==> config.mk <==
export PLATFORM = sky130hd
export DESIGN_NAME = bus_slave_port
export DESIGN_NICKNAME = d
export VERILOG_FILES = /design/src/rtl/bus_slave_port.sv
export SDC_FILE = /design/constraint.sdc
export NUM_CORES = 1
export LEC_CHECK = 0
export BUFFER_PORTS_ARGS = -buffer_cell sky130_fd_sc_hd__clkbuf_2
export CAP_MARGIN = 5
export CORE_MARGIN = 2
export CORE_UTILIZATION = 49
export DETAILED_ROUTE_END_ITERATION = 6
export GPL_TIMING_DRIVEN = 0
export PLACE_DENSITY = 0.78
export SYNTH_ARGS = -nofsm -noshare
export SYNTH_HDL_FRONTEND = slang
export SYNTH_SLANG_ARGS = --single-unit
==> constraint.sdc <==
create_clock -name clk -period 1.42 [get_ports clk]
set_input_delay 0.071 -clock clk [delete_from_list [all_inputs] [get_ports clk]]
set_output_delay 0.071 -clock clk [all_outputs]
set_load 0.02 [all_outputs]
==> src/rtl/bus_slave_port.sv <==
// Bus slave port: receives a serial address/mode/write-data frame, accesses local
// synchronous RAM, and returns read data serially, optionally as a split transaction.
module bus_slave_port #(
  parameter int ADDR_WIDTH    = 12,
  parameter int DATA_WIDTH    = 8,
  parameter int SPLIT_EN      = 0,
  parameter int SPLIT_LATENCY = 8
) (
  input  logic                  clk,
  input  logic                  rstn,
  input  logic                  mode,
  input  logic                  mvalid,
  input  logic                  mwdata,
  output logic                  sready,
  output logic                  svalid,
  output logic                  mrdata,
  output logic                  split_req,
  input  logic                  split_grant,
  output logic [ADDR_WIDTH-1:0] mem_addr,
  output logic                  mem_wen,
  output logic [DATA_WIDTH-1:0] mem_wdata,
  input  logic [DATA_WIDTH-1:0] mem_rdata
);

  localparam int CNT_MAX = (ADDR_WIDTH > DATA_WIDTH) ? ADDR_WIDTH : DATA_WIDTH;
  localparam int CW      = $clog2(CNT_MAX + 1);
  localparam int SW      = $clog2(SPLIT_LATENCY + 1);

  typedef enum logic [2:0] {
    IDLE, ADDR, WDATA, MEMWR, MEMRD, SPLIT_WAIT, SPLIT_REQ, RDATA
  } state_t;

  localparam state_t RD_ENTRY = (SPLIT_EN != 0) ? SPLIT_WAIT : MEMRD;

  // RAM read progress: 0 = address presented, 1 = data valid (latch), 2 = latched
  typedef enum logic [1:0] {RD_ADDR, RD_LATCH, RD_DONE} rdstep_t;

  state_t                state_q,  state_d;
  rdstep_t               rdstep_q, rdstep_d;
  logic                  mode_q,   mode_d;
  logic [ADDR_WIDTH-1:0] addr_q,   addr_d;
  logic [DATA_WIDTH-1:0] wdata_q,  wdata_d;
  logic [DATA_WIDTH-1:0] shreg_q,  shreg_d;
  logic [CW-1:0]         bcnt_q,   bcnt_d;
  logic [SW-1:0]         scnt_q,   scnt_d;
  logic [ADDR_WIDTH-1:0] addr_shift;
  logic [DATA_WIDTH-1:0] wdata_shift;

  always_ff @(posedge clk) begin
    if (!rstn) begin
      state_q  <= IDLE;
      rdstep_q <= RD_ADDR;
      mode_q   <= 1'b0;
      addr_q   <= '0;
      wdata_q  <= '0;
      shreg_q  <= '0;
      bcnt_q   <= '0;
      scnt_q   <= '0;
    end else begin
      state_q  <= state_d;
      rdstep_q <= rdstep_d;
      mode_q   <= mode_d;
      addr_q   <= addr_d;
      wdata_q  <= wdata_d;
      shreg_q  <= shreg_d;
      bcnt_q   <= bcnt_d;
      scnt_q   <= scnt_d;
    end
  end

  always_comb begin
    state_d   = state_q;
    rdstep_d  = rdstep_q;
    mode_d    = mode_q;
    addr_d    = addr_q;
    wdata_d   = wdata_q;
    shreg_d   = shreg_q;
    bcnt_d    = bcnt_q;
    scnt_d    = scnt_q;
    sready    = 1'b0;
    svalid    = 1'b0;
    mrdata    = 1'b0;
    split_req = 1'b0;
    mem_wen   = 1'b0;

    // LSB-first: each new bit enters at the top and the word shifts right
    addr_shift                 = addr_q >> 1;
    addr_shift[ADDR_WIDTH-1]   = mwdata;
    wdata_shift                = wdata_q >> 1;
    wdata_shift[DATA_WIDTH-1]  = mwdata;

    unique case (state_q)
      IDLE: begin
        sready = 1'b1;
        if (mvalid) begin
          mode_d = mode;
          addr_d = addr_shift;
          if (ADDR_WIDTH == 1) begin
            bcnt_d   = '0;
            rdstep_d = RD_ADDR;
            scnt_d   = '0;
            state_d  = mode ? WDATA : RD_ENTRY;
          end else begin
            bcnt_d  = CW'(1);
            state_d = ADDR;
          end
        end
      end
      ADDR: begin
        if (mvalid) begin
          addr_d = addr_shift;
          if (bcnt_q == CW'(ADDR_WIDTH - 1)) begin
            bcnt_d   = '0;
            rdstep_d = RD_ADDR;
            scnt_d   = '0;
            state_d  = mode_q ? WDATA : RD_ENTRY;
          end else begin
            bcnt_d = bcnt_q + CW'(1);
          end
        end
      end
      WDATA: begin
        if (mvalid) begin
          wdata_d = wdata_shift;
          if (bcnt_q == CW'(DATA_WIDTH - 1)) begin
            bcnt_d  = '0;
            state_d = MEMWR;
          end else begin
            bcnt_d = bcnt_q + CW'(1);
          end
        end
      end
      MEMWR: begin
        mem_wen = 1'b1;
        state_d = IDLE;
      end
      MEMRD: begin
        if (rdstep_q == RD_ADDR) begin
          rdstep_d = RD_LATCH;
        end else begin
          shreg_d  = mem_rdata;
          rdstep_d = RD_DONE;
          bcnt_d   = '0;
          state_d  = RDATA;
        end
      end
      SPLIT_WAIT: begin
        sready = 1'b1;
        if (scnt_q == SW'(SPLIT_LATENCY - 1)) begin
          scnt_d  = '0;
          state_d = SPLIT_REQ;
        end else begin
          scnt_d = scnt_q + SW'(1);
        end
      end
      SPLIT_REQ: begin
        sready    = 1'b1;
        split_req = 1'b1;
        if (split_grant) begin
          bcnt_d  = '0;
          state_d = RDATA;
        end
      end
      RDATA: begin
        svalid  = 1'b1;
        mrdata  = shreg_q[0];
        shreg_d = shreg_q >> 1;
        if (bcnt_q == CW'(DATA_WIDTH - 1)) begin
          bcnt_d  = '0;
          state_d = IDLE;
        end else begin
          bcnt_d = bcnt_q + CW'(1);
        end
      end
      default: state_d = IDLE;
    endcase

    // Split reads run the RAM access alongside the latency count; with a very short
    // latency the latch can land in SPLIT_REQ, even on the grant cycle itself.
    if ((state_q == SPLIT_WAIT || state_q == SPLIT_REQ) && rdstep_q != RD_DONE) begin
      if (rdstep_q == RD_ADDR) begin
        rdstep_d = RD_LATCH;
      end else begin
        shreg_d  = mem_rdata;
        rdstep_d = RD_DONE;
      end
    end
  end

  assign mem_addr  = addr_q;
  assign mem_wdata = wdata_q;

endmodule
Word-level counts from Yosys, hierarchy flattened --
Index checks and enable logic that the tools add are counted.
Operators by class: $add $sub $neg 2, multiply operators 0, div/mod/pow operators 0, order comparisons 0, eq/ne operators 22, shifts and indexed selects 0, multiplexer cells 37, bitwise logic cells 0, reductions and logical operators 16
Operators with widths (count):
- $mux W4 | 10
- $mux W3 | 10
- $mux W8 | 3
- $pmux W3 S8 | 1
- $pmux W4 S6 | 1
- $ne A2 B2 Y1 const B | 10
- $pmux W8 S2 | 1
- $eq A3 B3 Y1 const B | 4
- $reduce_and A9 Y1 | 1
- $add A4 B1 Y4 const B | 2
- $eq A4 B3 Y1 const B | 2
- $mux W2 | 4
- $pmux W4 S2 | 1
- $eq A3 B2 Y1 const B | 2
- $ne A3 B3 Y1 const B | 2
- $reduce_and A2 Y1 | 3
- $reduce_and A3 Y1 | 2
- $reduce_and A6 Y1 | 1
- $reduce_bool A6 Y1 | 1
- $mux W1 | 5
- $eq A4 B4 Y1 const B | 1
- $pmux W2 S2 | 1
- $eq A3 B1 Y1 const B | 1
- $logic_not A3 Y1 | 1
- 7 further kinds | 7
Word-level totals: bits in registers 42, latch bits 0, RAM bits 0, bits in read-only memories 0, input port bits 14, output and inout bits 25, word-level logic and storage cells 85, memories 0

Depth between registers and ports, before layout --
word-level depth 5, mapped depth 7, gate-level depth less buffers 6

Worst setup path after synthesis --
Ideal clock, no wire load.
path kind reg2reg, from register bcnt_q[0], to register state_q[0], library setup time 0.086 ns, arrival 1.352 ns, required time 1.334 ns, setup slack -0.017 ns, cell stages (with the launch flop) 6, path buffers 0, period minus slack after synthesis 1.437 ns, path through dfxtp_1 ha_1 nor2b_1 and3_1 o311a_1 a211oi_1
Between the ends: word-level cells in the longest chain between the ends 3, elaborated cells between the ends (all ways) 6, classes of those cells 5 x eq/ne; 1 x reduce/logical
Ends and longest elaborated chain:
- start, declared | RTL line 44 | logic [CW-1:0] bcnt_q, bcnt_d;
- start signal, assigned | RTL line 66 | bcnt_q <= bcnt_d;
- $eq A4 B3 Y1 / $eq A4 B4 Y1 (equally long branches) | RTL line 125, 168, 112
- $ne A2 B2 Y1 (no line)
- $reduce_and A9 Y1 (no line) *
- end signal, assigned | RTL line 60 | state_q <= state_d;
- end, declared | RTL line 38 | state_t state_q, state_d;
Every way passes the cells marked *; elsewhere a longest branch is shown, timed or not. A chain may end at the register's enable or synchronous reset.

Worst setup path after layout --
from register state_q[1], to register bcnt_q[2]
Between the ends: word-level cells in the longest chain between the ends 3, elaborated cells between the ends (all ways) 14, classes of those cells 10 x eq/ne; 1 x mux; 3 x reduce/logical
Ends and longest elaborated chain:
- $eq A3 B3 Y1 (tied with other cells) | RTL line 92 | unique case (state_q)
- $reduce_bool A6 Y1 (no line) / $ne A2 B2 Y1 (equally long branches)
- $reduce_and A6 Y1 (no line)
Parallel ways exist; a longest one is shown, timed or not.

==> results.yml <==
run_status:
  outcome: "finished, violations left"
  violations: "negative setup slack"
critical_path:
  start_kind: "flop"
  cp_cell_sequence: "buf_6 -> or3_4 -> o211ai_2 -> a22oi_4 -> and4b_1 -> a31o_1"
  cp_top_family: "simple AND/OR/NAND/NOR gates"
  max_stage_delay_ps: 370
  path_buf_inv: 1
  critPathCaptureType: "flop"
  crit_type: "flop to flop"
  crit_slowest_cell: "or3_4"
  critical_path_arrival_ps: 1680
  r2r_start: "state_q[1]"
  rrSetupSlack_ps: -70
  reg2regPathDepth: 6
  reg2reg_to: "bcnt_q[2]"
  cp_data_required_time_ps: 1600
  crit_fanout: 8
logic_synthesis:
  synth-compound-area-share_pct: 21.4
  synth_area_leaders: "dfxtp_1 (42%), nand2_1 (5.8%), a21oi_1 (5.3%), nor2_1 (4.7%), mux2i_1 (4.5%)"
  netlist_area_mm2: 0.00199
  ys_ff_latch: 42
  yosys.area_share.adder_pct: 1.26
  yosys.area.top_type: "dfxtp_1"
  syn-instance-count: 229
  synth_common_cells: "dfxtp_1 (42), nand2_1 (31), nor2_1 (25)"
  synth_nets: 245
  synth_xor_area_share_pct: 0.817
  ys_types: 51
  synth_edf_count: 0
  ys_warn_count: 0
  yosys.area_share.simple_pct: 24.2
  synth_top_family_by_area: "simple AND/OR/NAND/NOR gates"
  synthArstFlopShare_pct: 0
  synth_seq_area_share_pct: 42.2
  synth_flop_cell: "dfxtp_1"
  yosysTopAreaCellShare_pct: 42.2
  yosysMostFrequentCell: "dfxtp_1"
  muxShareOfSynthArea_pct: 4.53
  avgSynthCellArea_um2: 8.69
detailed_routing:
  drt_first_pass_iters: 6
  drc_errors: 0
  drt_iter0_markers: 144
  wirelength_um: 4830
  wl_per_cell_um: 14.2
  dr_total_vias: 1914
  vias_per_cell: 5.63
  ant_nets: 0
clocking:
  hold_buffers: 0
  cts_buffers: 5
  clkLatencyLatePin_ps: 290
  cts.sinks: 42
  cts_max_level: 2
  cts_tree: "built"
  clock-root-buffer: "clkbuf_8"
  path_clk_slew_ps: 80
  max-clock-path-buffers: 2
grt:
  antenna_found_initial: 0
  grt_pass1_wl_um: 7140
  grt_pass1_vias: 1608
  track_usage_pct: 20.5
  grt_max_degree: 14
  overflow: 0
hold_path:
  whs_path_depth: 3
  holdPathEnd: "mem_addr[11]"
  hp-start: "mwdata"
  hold_path_class: "input pin to flop"
placement:
  port_buffers: 38
  place.gp.congestion: 0.879
  place_inst: 317
  hpwl_um: 3000
  dp_slack_ps: -146
layout:
  utilization_pct: 68.0
  area_growth_syn_to_layout_pct: 34.7
  finalNonFillerCells: 340
  final_nets: 305
  n_antenna_cell: 0
  layout-drive-gt1-share_pct: 37.6
timing:
  worst_pin_slew_ps: 529
  rsz0062_at_grt: "yes"
  slew_headroom_pct: 64.8
  setup_viol: 1
  fmax_ghz: 0.669
  min_period_ps: 1490
  period_share_pct: 105
  finClkSkew_ps: 9.69
  slew_viol_final: 0
  finalHoldViolations: 0
  setup_ws_ps: -73.9
floorplan:
  coreArea_mm2: 0.00394
  die_y_um: 67.7
  die_area_mm2: 0.00459
  pin_count: 39
  die_w_um: 67.7
  start_util_pct: 50.5
  num_rows: 23
power:
  p_per_area_mw_per_mm2: 855
  ir_worst_vdd_mv: 0.718
  power_leakage_uw: 0.00106
job:
  maxCapViolCount: 0
[state kept, by name, indices dropped and copies added, names as in the netlist]
signal / cells
mem_addr: 12
mem_wdata: 8
shreg_q: 8
bcnt_q: 4
scnt_q: 4
state_q: 3
rdstep_q: 2
mode_q: 1
[cell usage in the layout, fill, tap and decap left out, types with 2 or more instances in the layout]
master / instances
a21oi_1: 18
a21oi_2: 3
a222oi_1: 7
a22oi_1: 2
a31oi_1: 2
and3_4: 4
buf_12: 3
buf_2: 3
buf_4: 15
buf_6: 4
buf_8: 3
clkbuf_1: 4
clkbuf_2: 34
clkbuf_8: 6
dfxtp_1: 38
dfxtp_2: 3
inv_2: 2
mux2i_1: 9
nand2_1: 31
nand2b_1: 7
nand2b_2: 2
nand3_1: 7
nand3_2: 2
nand3b_1: 3
nor2_1: 25
nor2_4: 2
nor2b_1: 2
nor2b_4: 2
o211ai_1: 2
o21ai_0: 6
o21ai_1: 5
o21ai_2: 2
[per-stage QoR]
stage / cell area, um^2 / TNS, ps / total power [uW] / hold WS, ps
6_report: 2680 / -73.9 / 2290 / 26.1
3_3_place_gp: 2250 / -2210 / 1360 / 316
5_1_grt: 2680 / -696 / 2360 / 54.4
4_1_cts: 2470 / -168 / 2280 / 26.8
3_5_place_dp: 2250 / -2270 / 1360 / 333
2_1_floorplan: 2000 / 0 / 1310 / 207
[cell type report]
type,instances,area (um^2)
Clock buffer,6,72.6
Tap cell,50,62.6
Sequential cell,42,848
Inverter,3,11.3
Timing Repair Buffer,54,354
Buffer,14,148
Clock inverter,2,37.5
Multi-Input combinational cell,169,1150
Fill cell,304,1260
[worst register-to-register path, cell delays in order (launching register included)]
cell	delay, ps
dfxtp_2	330
buf_6	130
or3_4	370
o211ai_2	90
a22oi_4	110
and4b_1	190
a31o_1	170
[logic make-up (layout without fill, tap and decap cells)]
kind of cell               Yosys count  count (layout)
AOI/OAI and AO/OA                   61              61
xor gates and xnor gates             1               1
adders and majority gates            2               2
buffers and inverters               18              79
DFF                                 42              42
muxes                                9               9
and+or+nand+nor                     96              96
[how the worst max path moves through the flow]
stage | startpoint | endpoint | cells past startpoint
after floorplan | rdstep_q[0] | bcnt_q[2] | 6
after global placement | bcnt_q[0] | scnt_q[2] | 6
after detailed placement | bcnt_q[0] | scnt_q[2] | 6
after CTS | state_q[0] | bcnt_q[2] | 6
after global routing | state_q[0] | bcnt_q[2] | 6
final | state_q[1] | bcnt_q[2] | 6
[routing by layer]
layer | share of wire, % | GRT usage (%)
met1 | 45 | 27.2
met2 | 48 | 33.5
met3 | 5.1 | 3.67
met4 | 1.6 | 6.63
met5 | 0 | 0
[what timing repair did]
action / CTS / global route
endpoints found under the hold margin: 0 / 0
setup buffers: 1 / 14
gates resized for setup: 28 / 26
setup endpoints to repair: 34 / 43
gates cloned: 0 / 1
pin swaps: 2 / 10
[where the power goes]
| part | internal (uW) | leakage (uW) | total (uW) | switching [uW] |
|---|---|---|---|---|
| Combinational | 70.9 | 0.000668 | 174 | 103 |
| Sequential | 1190 | 0.000341 | 1190 | 8.07 |
| Clock | 525 | 0.0000514 | 926 | 401 |
Note: power is estimated with default switching activity, not from simulation.
